$ cat src/rtl/pic_pkg.sv
// Shared types and bit positions for the 8259A-compatible command-write sequencer.
package pic_pkg;

  typedef enum logic [2:0] {
    ST_UNINIT    = 3'd0,
    ST_WAIT_ICW2 = 3'd1,
    ST_WAIT_ICW3 = 3'd2,
    ST_WAIT_ICW4 = 3'd3,
    ST_READY     = 3'd4
  } pic_state_e;

  // Captured bus write: address bit plus data byte.
  typedef struct packed {
    logic       a0;
    logic [7:0] d;
  } wr_cap_t;

  // ICW1 / OCW bit positions (a0=0 command byte)
  localparam int ICW1_IC4  = 0;
  localparam int ICW1_SNGL = 1;
  localparam int ICW1_LTIM = 3;
  localparam int CMD_SEL   = 4;  // 1 = ICW1, 0 = OCW2/OCW3
  localparam int OCW_SEL3  = 3;  // with CMD_SEL=0: 0 = OCW2, 1 = OCW3
  localparam int OCW3_RIS  = 0;
  localparam int OCW3_RR   = 1;
  localparam int OCW3_P    = 2;
  localparam int OCW3_SMM  = 5;
  localparam int OCW3_ESMM = 6;

  // OCW2 {R,SL,EOI} command codes
  localparam logic [2:0] OCW2_ROT_AEOI_CLR = 3'b000;
  localparam logic [2:0] OCW2_NS_EOI       = 3'b001;
  localparam logic [2:0] OCW2_NOP          = 3'b010;
  localparam logic [2:0] OCW2_SP_EOI       = 3'b011;
  localparam logic [2:0] OCW2_ROT_AEOI_SET = 3'b100;
  localparam logic [2:0] OCW2_ROT_NS_EOI   = 3'b101;
  localparam logic [2:0] OCW2_SET_PRI      = 3'b110;
  localparam logic [2:0] OCW2_ROT_SP_EOI   = 3'b111;

endpackage

$ cat src/rtl/pic_write_strobe.sv
// Write-strobe edge detect: latches {a0,din} while the write is active and
// raises commit for the single cycle after the strobe ends.
module pic_write_strobe
  import pic_pkg::*;
(
  input  logic       clk,
  input  logic       reset_bar,
  input  logic       cs_bar,
  input  logic       wr_bar,
  input  logic       a0,
  input  logic [7:0] din,
  output logic       commit,
  output logic       a0_c,
  output logic [7:0] d_c
);

  logic    wr_act;
  logic    wr_q;
  wr_cap_t cap_q;

  assign wr_act = !cs_bar && !wr_bar;

  always_ff @(posedge clk or negedge reset_bar) begin
    if (!reset_bar) begin
      wr_q  <= 1'b0;
      cap_q <= '0;
    end else begin
      wr_q <= wr_act;
      if (wr_act) cap_q <= '{a0: a0, d: din};
    end
  end

  // cs_bar rising with wr_bar still low also drops wr_act, so it commits too.
  assign commit = wr_q && !wr_act;
  assign a0_c   = cap_q.a0;
  assign d_c    = cap_q.d;

endmodule

$ cat src/rtl/pic_init_sequencer.sv
// ICW/OCW decoder and initialization FSM; holds the configuration registers
// and issues one-cycle command pulses to the resolver, ISR/IRR and cascade logic.
module pic_init_sequencer
  import pic_pkg::*;
#(
  parameter bit         SUPPORT_CASCADE = 1'b1,
  parameter logic [4:0] VECTOR_RESET    = 5'h00
) (
  input  logic       clk,
  input  logic       reset_bar,
  input  logic       cs_bar,
  input  logic       wr_bar,
  input  logic       a0,
  input  logic [7:0] din,
  output logic       init_done,
  output logic       init_stb,
  output logic       ltim,
  output logic [4:0] vector_base,
  output logic [7:0] cascade_cfg,
  output logic [4:0] icw4_cfg,
  output logic [7:0] imr,
  output logic       ocw2_stb,
  output logic [2:0] ocw2_cmd,
  output logic [2:0] ocw2_level,
  output logic       read_isr,
  output logic       poll_stb,
  output logic       smm
);

  logic       commit;
  logic       a0_c;
  logic [7:0] d_c;

  pic_write_strobe u_wr (
    .clk       (clk),
    .reset_bar (reset_bar),
    .cs_bar    (cs_bar),
    .wr_bar    (wr_bar),
    .a0        (a0),
    .din       (din),
    .commit    (commit),
    .a0_c      (a0_c),
    .d_c       (d_c)
  );

  pic_state_e state_q, state_d;
  logic       sngl_q, ic4_q, single_eff;
  logic       ld_icw1, ld_icw2, ld_icw3, ld_icw4, ld_imr, ld_ocw2, ld_ocw3;

  // Without cascade support every ICW1 behaves as single mode.
  assign single_eff = sngl_q || !SUPPORT_CASCADE;

  always_ff @(posedge clk or negedge reset_bar) begin
    if (!reset_bar) state_q <= ST_UNINIT;
    else            state_q <= state_d;
  end

  always_comb begin
    state_d = state_q;
    ld_icw1 = 1'b0;
    ld_icw2 = 1'b0;
    ld_icw3 = 1'b0;
    ld_icw4 = 1'b0;
    ld_imr  = 1'b0;
    ld_ocw2 = 1'b0;
    ld_ocw3 = 1'b0;
    if (commit) begin
      if (!a0_c && d_c[CMD_SEL]) begin
        ld_icw1 = 1'b1;
        state_d = ST_WAIT_ICW2;
      end else begin
        // a0=0 OCW patterns fall through untouched while initializing.
        case (state_q)
          ST_WAIT_ICW2: if (a0_c) begin
            ld_icw2 = 1'b1;
            if (!single_eff) state_d = ST_WAIT_ICW3;
            else if (ic4_q)  state_d = ST_WAIT_ICW4;
            else             state_d = ST_READY;
          end
          ST_WAIT_ICW3: if (a0_c) begin
            ld_icw3 = 1'b1;
            state_d = ic4_q ? ST_WAIT_ICW4 : ST_READY;
          end
          ST_WAIT_ICW4: if (a0_c) begin
            ld_icw4 = 1'b1;
            state_d = ST_READY;
          end
          ST_READY: begin
            if (a0_c)               ld_imr  = 1'b1;
            else if (!d_c[OCW_SEL3]) ld_ocw2 = 1'b1;
            else                    ld_ocw3 = 1'b1;
          end
          default: ;
        endcase
      end
    end
  end

  always_ff @(posedge clk or negedge reset_bar) begin
    if (!reset_bar) begin
      sngl_q      <= 1'b0;
      ic4_q       <= 1'b0;
      ltim        <= 1'b0;
      vector_base <= VECTOR_RESET;
      cascade_cfg <= '0;
      icw4_cfg    <= '0;
      imr         <= '0;
      ocw2_cmd    <= '0;
      ocw2_level  <= '0;
      read_isr    <= 1'b0;
      smm         <= 1'b0;
      init_stb    <= 1'b0;
      ocw2_stb    <= 1'b0;
      poll_stb    <= 1'b0;
    end else begin
      init_stb <= ld_icw1;
      ocw2_stb <= ld_ocw2;
      poll_stb <= ld_ocw3 && d_c[OCW3_P];
      if (ld_icw1) begin
        ltim     <= d_c[ICW1_LTIM];
        sngl_q   <= d_c[ICW1_SNGL];
        ic4_q    <= d_c[ICW1_IC4];
        imr      <= '0;
        smm      <= 1'b0;
        read_isr <= 1'b0;
        if (!d_c[ICW1_IC4]) icw4_cfg <= '0;
        if (d_c[ICW1_SNGL] || !SUPPORT_CASCADE) cascade_cfg <= '0;
      end
      if (ld_icw2) vector_base <= d_c[7:3];
      if (ld_icw3) cascade_cfg <= SUPPORT_CASCADE ? d_c : 8'h00;
      if (ld_icw4) icw4_cfg    <= d_c[4:0];
      if (ld_imr)  imr         <= d_c;
      if (ld_ocw2) begin
        ocw2_cmd   <= d_c[7:5];
        ocw2_level <= d_c[2:0];
      end
      if (ld_ocw3) begin
        if (d_c[OCW3_RR])   read_isr <= d_c[OCW3_RIS];
        if (d_c[OCW3_ESMM]) smm      <= d_c[OCW3_SMM];
      end
    end
  end

  assign init_done = (state_q == ST_READY);

endmodule

$ cat config.mk
export PLATFORM = sky130hd
export DESIGN_NAME = pic_init_sequencer
export DESIGN_NICKNAME = d
export VERILOG_FILES = /design/src/rtl/pic_pkg.sv /design/src/rtl/pic_write_strobe.sv /design/src/rtl/pic_init_sequencer.sv
export SDC_FILE = /design/constraint.sdc
export NUM_CORES = 1
export LEC_CHECK = 0
export ABC_CLOCK_PERIOD_IN_PS = 3290
export CORE_MARGIN = 2
export CORE_UTILIZATION = 45
export CTS_CLUSTER_SIZE = 25
export DETAILED_ROUTE_END_ITERATION = 16
export GPL_ROUTABILITY_DRIVEN = 0
export GPL_TIMING_DRIVEN = 0
export PLACE_DENSITY = 0.86
export SLEW_MARGIN = 30
export SYNTH_ARGS = -nofsm -noshare
export SYNTH_HDL_FRONTEND = slang
export SYNTH_HIERARCHICAL = 1
export SYNTH_SLANG_ARGS = --single-unit
$ cat constraint.sdc
create_clock -name clk -period 3.29 [get_ports clk]
set_input_delay 0.658 -clock clk [delete_from_list [all_inputs] [get_ports clk]]
set_output_delay 0.658 -clock clk [all_outputs]
set_load 0.01 [all_outputs]
==> results.md, run 1 <==
* CTS Hold Buffers Added at 0
* Leakage dissipation at 0.00128 µW
* GRT Overall Usage at a little under a fifth
* RSZ-0062 raised after global routing: false
* Part of the Yosys area used for sequential elements at between 60% and 70%
* Count of inserted antenna diode cells at 0
* Register bit total from synthesis at 53
* Bufs on Longest Clock Path at 2
* Starting DRT DRC Count at about 120
* Worst Path Arrival at between 2000 and 3000 ps
* Clock buffer count from CTS at 5
* Critical Path RT at between 3000 and 4000 ps
* Buffers on Ports at 51
* Post-synthesis instance area at around 2200 µm²
* Number of pins exceeding their max-slew limit in the final report at 0
* Post-cts resize count at 0
* Layout cell share with drive strength beyond 1 at roughly 17%
* IR Drop Worst-Case VDD at 0.365 mV
* Mean instance size in the synthesized netlist at 12.8 µm²
* Number of unique standard cell types used by synthesis at 35
* Detailed Routing Iterations Pass 1 at 4
* Total negative slack for setup checks at 0 ps
* Setup-violating endpoint count in the final report at 0
* Standard-cell row count at 25
* Final Non-Filler Cells at roughly 280
* Layout filler cell count at approximately 370
* Floorplan die width at ~73 µm
* Average wire per standard cell at 16.7 µm
* Synth-to-Final Area Change at 30.6%
* Overall routed net length at approximately 4700 µm
* Total number of vias at ~1500
* Most used flip-flop cell after synthesis: sky130_fd_sc_hd__dfrtp_1
* Power density over the cells at a little under 700 nW/µm²
* Antenna violations before repair at 0
* Leftover overflow at the end of global routing at 0
* Floorplan die height at roughly 73 µm
* Area taken by multi-input logic gates at slightly below 800 µm²
* Min-delay worst type: in2async
* Clock Skews at 8.13 ps
* Vias in the first global route at around 1500
* Slew margin rel. at 57.2%
* Warnings from Yosys at 6
* Starting density of the core at a little under half
* Cell count after placement at between 200 and 300
* Area share of the largest cell type after synthesis at between 60% and 70%
* Number of clock sinks at 53
* Number of standard cells after synthesis at about 170
* Cell accounting for the most synthesized area: sky130_fd_sc_hd__dfrtp_1
* Storage element area at 1330 µm²
* DPL Wire Length at between 3000 and 4000 µm
* Crit path capture type: flip-flop
* Setup Buffers After CTS at 0
* Clock tree from TritonCTS: built
* Core Footprint at 4660 µm²
* Fin nets at 240
* Top fanout value on the critical path at 10
* Final critical-path required period at between 2000 and 3000 ps
* Post-synth net total at approximately 180
* Max-cap viol count at 0
* Clock-pin slew of the registers on the worst-case setup and hold paths at around 90 ps
* Critical path launch point type: primary input
* DRC Markers at 0
* Result of the run: finished clean
* Number of synthesized flops with an enable pin at 0
* Measured slew at the worst slew-check pin at 642 ps
* Global-route wire length before repair at 7510 µm
* Minimum setup slack among reg-to-reg paths at ~1300 ps
* Largest net degree at the start of global routing at 54
* I/O pin count at 52
* Top achievable clock speed at approximately 370 MHz
* Die footprint at around 5400 µm²
* Final hold vios at 0
* Ranking of synthesized cells by area: sky130_fd_sc_hd__dfrtp_1 61%, sky130_fd_sc_hd__mux2_2 6.3%, sky130_fd_sc_hd__mux2_4 5.6%, sky130_fd_sc_hd__a22o_1 5.3%, sky130_fd_sc_hd__nand2_1 4.5%
* H-tree level count at 2
* Asr flop ratio synth at 100%
* Number of vias per cell after detailed routing at 5.40
* Critical path class: in2reg
* Count of nets left with antenna violations after detail routing at 0
* Source-to-sink clock delay at the later pin of the worst-skew pair at ~300 ps
* Clock Tree Root: sky130_fd_sc_hd__clkbuf_8
* Post-route fraction of the period consumed by the critical path at between 80 and 90%
## path summary, 6_finish.rpt
| check | start | end | cells after the start |
|---|---|---|---|
| worst max-delay path | wr_bar | smm$_DFF_PN0_ | 8 |
| worst min-delay path | reset_bar | ltim$_DFFE_PN0P_ | 1 |
| worst max register to register | u_wr/wr_q$_DFF_PN0_ | smm$_DFF_PN0_ | 5 |
| worst min register to register | ltim$_DFFE_PN0P_ | ltim$_DFFE_PN0P_ | 2 |
| max in group asynchronous | reset_bar | cascade_cfg[3]$_DFFE_PN0P_ | 1 |
| min in group clk | ltim$_DFFE_PN0P_ | ltim$_DFFE_PN0P_ | 2 |
## cells in the mapped netlist (2+ instances only)
master and number:
sky130_fd_sc_hd__nand3b_1 2, sky130_fd_sc_hd__nand2b_1 4, sky130_fd_sc_hd__mux2_2 12, sky130_fd_sc_hd__inv_1 3, sky130_fd_sc_hd__mux2_4 8, sky130_fd_sc_hd__a22o_1 13
sky130_fd_sc_hd__nor2_2 3, sky130_fd_sc_hd__nor2_1 2, sky130_fd_sc_hd__o21ai_0 11, sky130_fd_sc_hd__nor3_1 2, sky130_fd_sc_hd__clkbuf_1 2, sky130_fd_sc_hd__nand2_1 26
sky130_fd_sc_hd__nand3_1 4, sky130_fd_sc_hd__buf_2 3, sky130_fd_sc_hd__dfrtp_1 53, sky130_fd_sc_hd__nor2b_1 2
## worst max-delay path, stage by stage
cell and delay, ps:
sky130_fd_sc_hd__clkdlybuf4s50_1 470, sky130_fd_sc_hd__nor2_2 50, sky130_fd_sc_hd__buf_6 150, sky130_fd_sc_hd__nor2b_1 390, sky130_fd_sc_hd__nand4bb_1 260, sky130_fd_sc_hd__nor3_1 520, sky130_fd_sc_hd__a31oi_1 170, sky130_fd_sc_hd__a41o_1 240
## power by group
part	internal, µW	switching, µW
combinational	368	260
sequential	810	122
clock	167	192
## cell usage in the layout (no fill, tap or decap), types with 2 or more instances in the layout
cell type | synthesis | final
sky130_fd_sc_hd__a22o_1 | 13 | 13
sky130_fd_sc_hd__buf_2 | 3 | 3
sky130_fd_sc_hd__clkbuf_1 | 2 | 3
sky130_fd_sc_hd__clkbuf_8 | 0 | 6
sky130_fd_sc_hd__clkdlybuf4s50_1 | 0 | 50
sky130_fd_sc_hd__dfrtp_1 | 53 | 53
sky130_fd_sc_hd__inv_1 | 3 | 3
sky130_fd_sc_hd__mux2_2 | 12 | 12
sky130_fd_sc_hd__mux2_4 | 8 | 8
sky130_fd_sc_hd__nand2_1 | 26 | 26
sky130_fd_sc_hd__nand2b_1 | 4 | 4
sky130_fd_sc_hd__nand3_1 | 4 | 4
sky130_fd_sc_hd__nand3b_1 | 2 | 2
sky130_fd_sc_hd__nor2_1 | 2 | 2
sky130_fd_sc_hd__nor2_2 | 3 | 3
sky130_fd_sc_hd__nor2b_1 | 2 | 2
sky130_fd_sc_hd__nor3_1 | 2 | 2
sky130_fd_sc_hd__o21ai_0 | 11 | 11
## cell families (layout without fill, tap and decap cells)
kind of cell | count (synthesis) | in the layout | synth area share (%)
flip-flops | 53 | 53 | 61.4
AND/OR/NAND/NOR | 51 | 51 | 12.7
AO/OA/AOI/OAI | 34 | 34 | 11.3
multiplexers | 21 | 21 | 12.3
buffers and inverters | 10 | 68 | 2.32
## final cells by class
type / count / share of cell area (%)
buffer: 7 / 1.37
clock buffer: 7 / 3.06
inverter: 3 / 0.399
multi-input combinational: 106 / 27.8
sequential: 53 / 47.0
tap: 54 / 2.39
timing repair buffer: 51 / 18.0
## per-stage QoR
stage	worst slack [ps]	utilization (%)	hold slack (ps)	power (µW)	area (µm²)
after floorplan	1150	-	362	1230	2160
after global placement	91.9	58.8	472	1550	2740
after global routing	466	60.6	422	2030	2820
final	576	60.6	374	1920	2820
after CTS	570	60.6	394	1930	2820
after detailed placement	346	58.7	476	1570	2740
## sequential cells by signal, summed over array words and instances, names as in the netlist, 3 cells and up
name         count
imr              8
cascade_cfg      8
ocw2_cmd         3
state_q          3
u_wr/d_c         8
icw4_cfg         5
ocw2_level       3
vector_base      5
## per-layer routing
layer  vias to the layer above  track usage (%)  routed length, µm
met5                         -                0                  0
met4                         0             7.07                 52
met3                         6             5.08                202
met2                        40             30.4               2360
met1                       758             24.9               2070
li1                        712                -                  -
Power figures use the tool's default switching activity.
==> run 2, diff against run 1 <==
- ABC_CLOCK_PERIOD_IN_PS: 3290 -> 2800
- clock period: 3.29 -> 2.8 ns (I/O delays scaled with it)
==> results of run 2 <==
Same layout as run 1 (identical final DEF). Status: finished clean.
Among the figures that moved: setup slack after placement 346 ps -> -45.9 ps; setup slack after layout 576 ps -> 184 ps; hold slack 374 ps -> 276 ps; register-to-register setup slack 1270 ps -> 780 ps; total power 1920 µW -> 2250 µW; worst IR drop on VDD 0.365 mV -> 0.429 mV
==> patch 1 (settings of run 2) <==
The parameter `SUPPORT_CASCADE` goes from 1'b1 to 1'b0.
--- a/src/rtl/pic_init_sequencer.sv
+++ b/src/rtl/pic_init_sequencer.sv
@@ -5,3 +5,3 @@
 #(
-  parameter bit         SUPPORT_CASCADE = 1'b1,
+  parameter bit         SUPPORT_CASCADE = 1'b0,
   parameter logic [4:0] VECTOR_RESET    = 5'h00
Function: changed (Yosys sat finds a counterexample within 10 cycles, from zero or initial values and one cycle with reset_bar low).
==> patch 1 against run 2 <==
- hold slack got worse by 0.10 ns
- final area fell by 10%
- synthesized area fell by 12%
- core utilization rose by 2.3 points
- non-clock buffer count rose by 1
- worst setup slack improved by 0.12 ns
- sequential power fell by 21%
- sequential cell count fell by 9
- power fell by 21%
- wire length fell by 18%
- critical path type unchanged
- highest routed layer unchanged
==> patch 1: results <==
[sta]
fmax_ghz = 0.4014
holdWs_ns = 0.1745
fin_skew_ns = 0.003023

[layout]
bufAreaShareNonClock = 0.2194
fin_nets = 226
signal_buffers = 59
multiInputGateArea_um2 = 698.2
inv_count = 6
postLayoutCellArea_um2 = 2532
nMultiInputCombCells = 97
register_area_um2 = 1101
clk_share = 0.03656
drive_gt1_frac = 0.2103
clock_buffers = 6
layout.cells.non_filler = 264
n_fill_cell = 328

[setup_path]
reg2reg_to = "ocw2_cmd[2]"
cp.arrival_ns = 2.65
crit_path_max_fanout = 10
r2r_cells = 6
cpLargestDelayFamily = "buffers and inverters"
r2r_slack_ns = 0.70
max_stage_delay_ns = 0.47
reg2reg_from = "state_q[0]"
cp_slowest_cell = "clkdlybuf4s50_1"
crit_end = "imr[6]"

[grt]
grt_pass1_wl_um = 6534
grt_use_met3 = 0.04678
use_met1 = 0.2247
grt_max_degree = 29
grt.met2_usage = 0.2821
grtUsageTotal = 0.1747

[yosys]
synth_area_um2 = 1906
ys_ff_latch = 44
ys_seq_area_frac = 0.5778
syn_inst = 155
synth_cell_types = 28
synth_common_cells = "dfrtp_1 (44), nand2_1 (23), mux2_4 (14), o21ai_0 (11), nor2_1 (10)"
synth.area.top_cells = "dfrtp_1 (58%), mux2_4 (11%), nand2_1 (4.5%)"

[placement]
numPortBuffers = 43
post-dp-hpwl_um = 2792
dpl-instance-area_um2 = 2440

[power_and_ir_drop]
pg_comb_mw = 0.524
finalPower_mw = 1.790
irDropWorstVdd_uv = 368.5
powerSeq_mw = 0.865
leakagePower_nw = 1.177
netSwitchingFraction = 0.2864

[status]
status = "finished clean"

[route]
drt-initial-drc-count = 69
routed_wl_um = 3850
vias = 1321
patch 1: cell types whose count changed after synthesis, moves of 3 or more:
cell | run 2 | this run
nand2b_1 | 4 | 0
mux2_2 | 12 | 6
dfrtp_1 | 53 | 44
nand2_1 | 26 | 23
mux2_4 | 8 | 14
a22o_1 | 13 | 4
nand3_1 | 4 | 0
nor2_1 | 2 | 10
buf_4 | 0 | 8
inv_1 | 3 | 6
a31oi_1 | 1 | 4
patch 1: logic make-up after synthesis:
kind of cell / share of synthesized area
buffers and inverters: 0.06960
other: 0.001968
multiplexers: 0.1458
flip-flops: 0.5778
AND/OR/NAND/NOR: 0.1103
adder cells (fa/ha/maj): 0.005253
AO/OA/AOI/OAI: 0.08930
patch 1: per-layer routing:
| metal | vias up | routed length (um) | part of all wire |
|---|---|---|---|
| li1 | 626 | - | - |
| met1 | 639 | 1613 | 0.42 |
| met2 | 49 | 1938 | 0.50 |
| met3 | 7 | 231 | 0.060 |
| met4 | 0 | 68 | 0.018 |
| met5 | - | 0 | 0 |
==> patch 2 (settings of run 2) <==
Without the edit above. Encoding of `pic_state_e`: now Gray code (3 bits for 5 states).
--- a/src/rtl/pic_pkg.sv
+++ b/src/rtl/pic_pkg.sv
@@ -4,7 +4,7 @@
   typedef enum logic [2:0] {
-    ST_UNINIT    = 3'd0,
-    ST_WAIT_ICW2 = 3'd1,
-    ST_WAIT_ICW3 = 3'd2,
-    ST_WAIT_ICW4 = 3'd3,
-    ST_READY     = 3'd4
+    ST_UNINIT    = 3'b000,
+    ST_WAIT_ICW2 = 3'b001,
+    ST_WAIT_ICW3 = 3'b011,
+    ST_WAIT_ICW4 = 3'b010,
+    ST_READY     = 3'b110
   } pic_state_e;
Behaviour: no difference found for any inputs over 10 cycles, from zero or initial values and one cycle with reset_bar low; not proved beyond that.
==> patch 2 against run 2 <==
- power rose by 16%
- clock skew shrank 0.0039 ns
- final area rose by 1.8%
- global-route usage is 1.0 points lower
- cell count did not move
- synthesized area is 0.98% higher
- maximum frequency is 11% higher
- count of clock-buffer cells in the layout stayed put
- sequential cell count unchanged
- worst setup slack improved by 0.26 ns
- wire length fell by 5.4%
- hold slack better by 0.0056 ns
- critical endpoint is now ocw2_cmd[0]
- largest cell class unchanged
==> patch 2: results <==
[route]
firstDrtPassIters = 4
vias_per_cell = 5.431
wl_per_cell_um = 15.76
vias = 1526

[power_and_ir_drop]
irDropWorstVdd_uv = 477.0
leakagePower_nw = 1.359
pwr-share-comb = 0.342
cellPowerDensity_nw_per_um2 = 907.1
switchingPower_mw = 0.7658

[layout]
drive_gt1_frac = 0.1894
signal_buffers = 60
multi_input_area_share = 0.2682
nMultiInputCombCells = 96
fin_nets = 239
inv_count = 10
clk_share = 0.04049
fin_util = 0.6125

[sta]
fin_skew_ns = 0.004210
worst_slew_pin_slew_ns = 0.6460

[setup_path]
cp_slowest_cell = "clkdlybuf4s50_1"
cpLargestDelayFamily = "buffers and inverters"
max_stage_delay_ns = 0.47

[yosys]
syn_inst = 168
ys_seq_area_frac = 0.6078
synth.area.top_cells = "dfrtp_1 (61%), mux2_2 (6.7%), mux2_4 (5.5%)"
synth_nets = 181
synth_cell_types = 31
synth_compound_area_frac = 0.1193
synthMuxAreaShare = 0.1221

[grt]
grtUsageTotal = 0.1792
grt_pass1_wl_um = 7334

[placement]
dpl-instance-area_um2 = 2758
placed_cells = 273
post-dp-hpwl_um = 3093
place_ws_ns = 0.1033

[clock_network]
clk_path_buf_depth = 2

[status]
status = "finished clean"
## patch 2: cell count changes after synthesis, moves of 2 or more
cell and delta:
nor3_1 -2, o21ai_0 +3, inv_1 +7, nand3_1 +4, o211ai_1 +2, nor2_2 -2
nand2_1 -13, buf_2 +2, nand3b_1 -2, nand2b_1 -3
## patch 2: final timing paths
kind	to	startpoint	slack [ns]	cells after the start
min reg2reg	ltim	ltim	0.49	2
max	ocw2_cmd[0]	wr_bar	0.44	8
min	ltim	reset_bar	0.28	1
max reg2reg	ocw2_cmd[0]	u_wr/wr_q	1.04	5
min in group clk	ltim	ltim	0.49	2
max in group asynchronous	state_q[1]	reset_bar	2.09	1
## patch 2: layer usage
layer	wire length, um	global-route usage	vias to the layer above
li1	-	-	713
met5	0	0	-
met2	2063	0.2738	47
met3	239	0.04938	7
met4	70	0.07273	0
met1	2055	0.2423	759
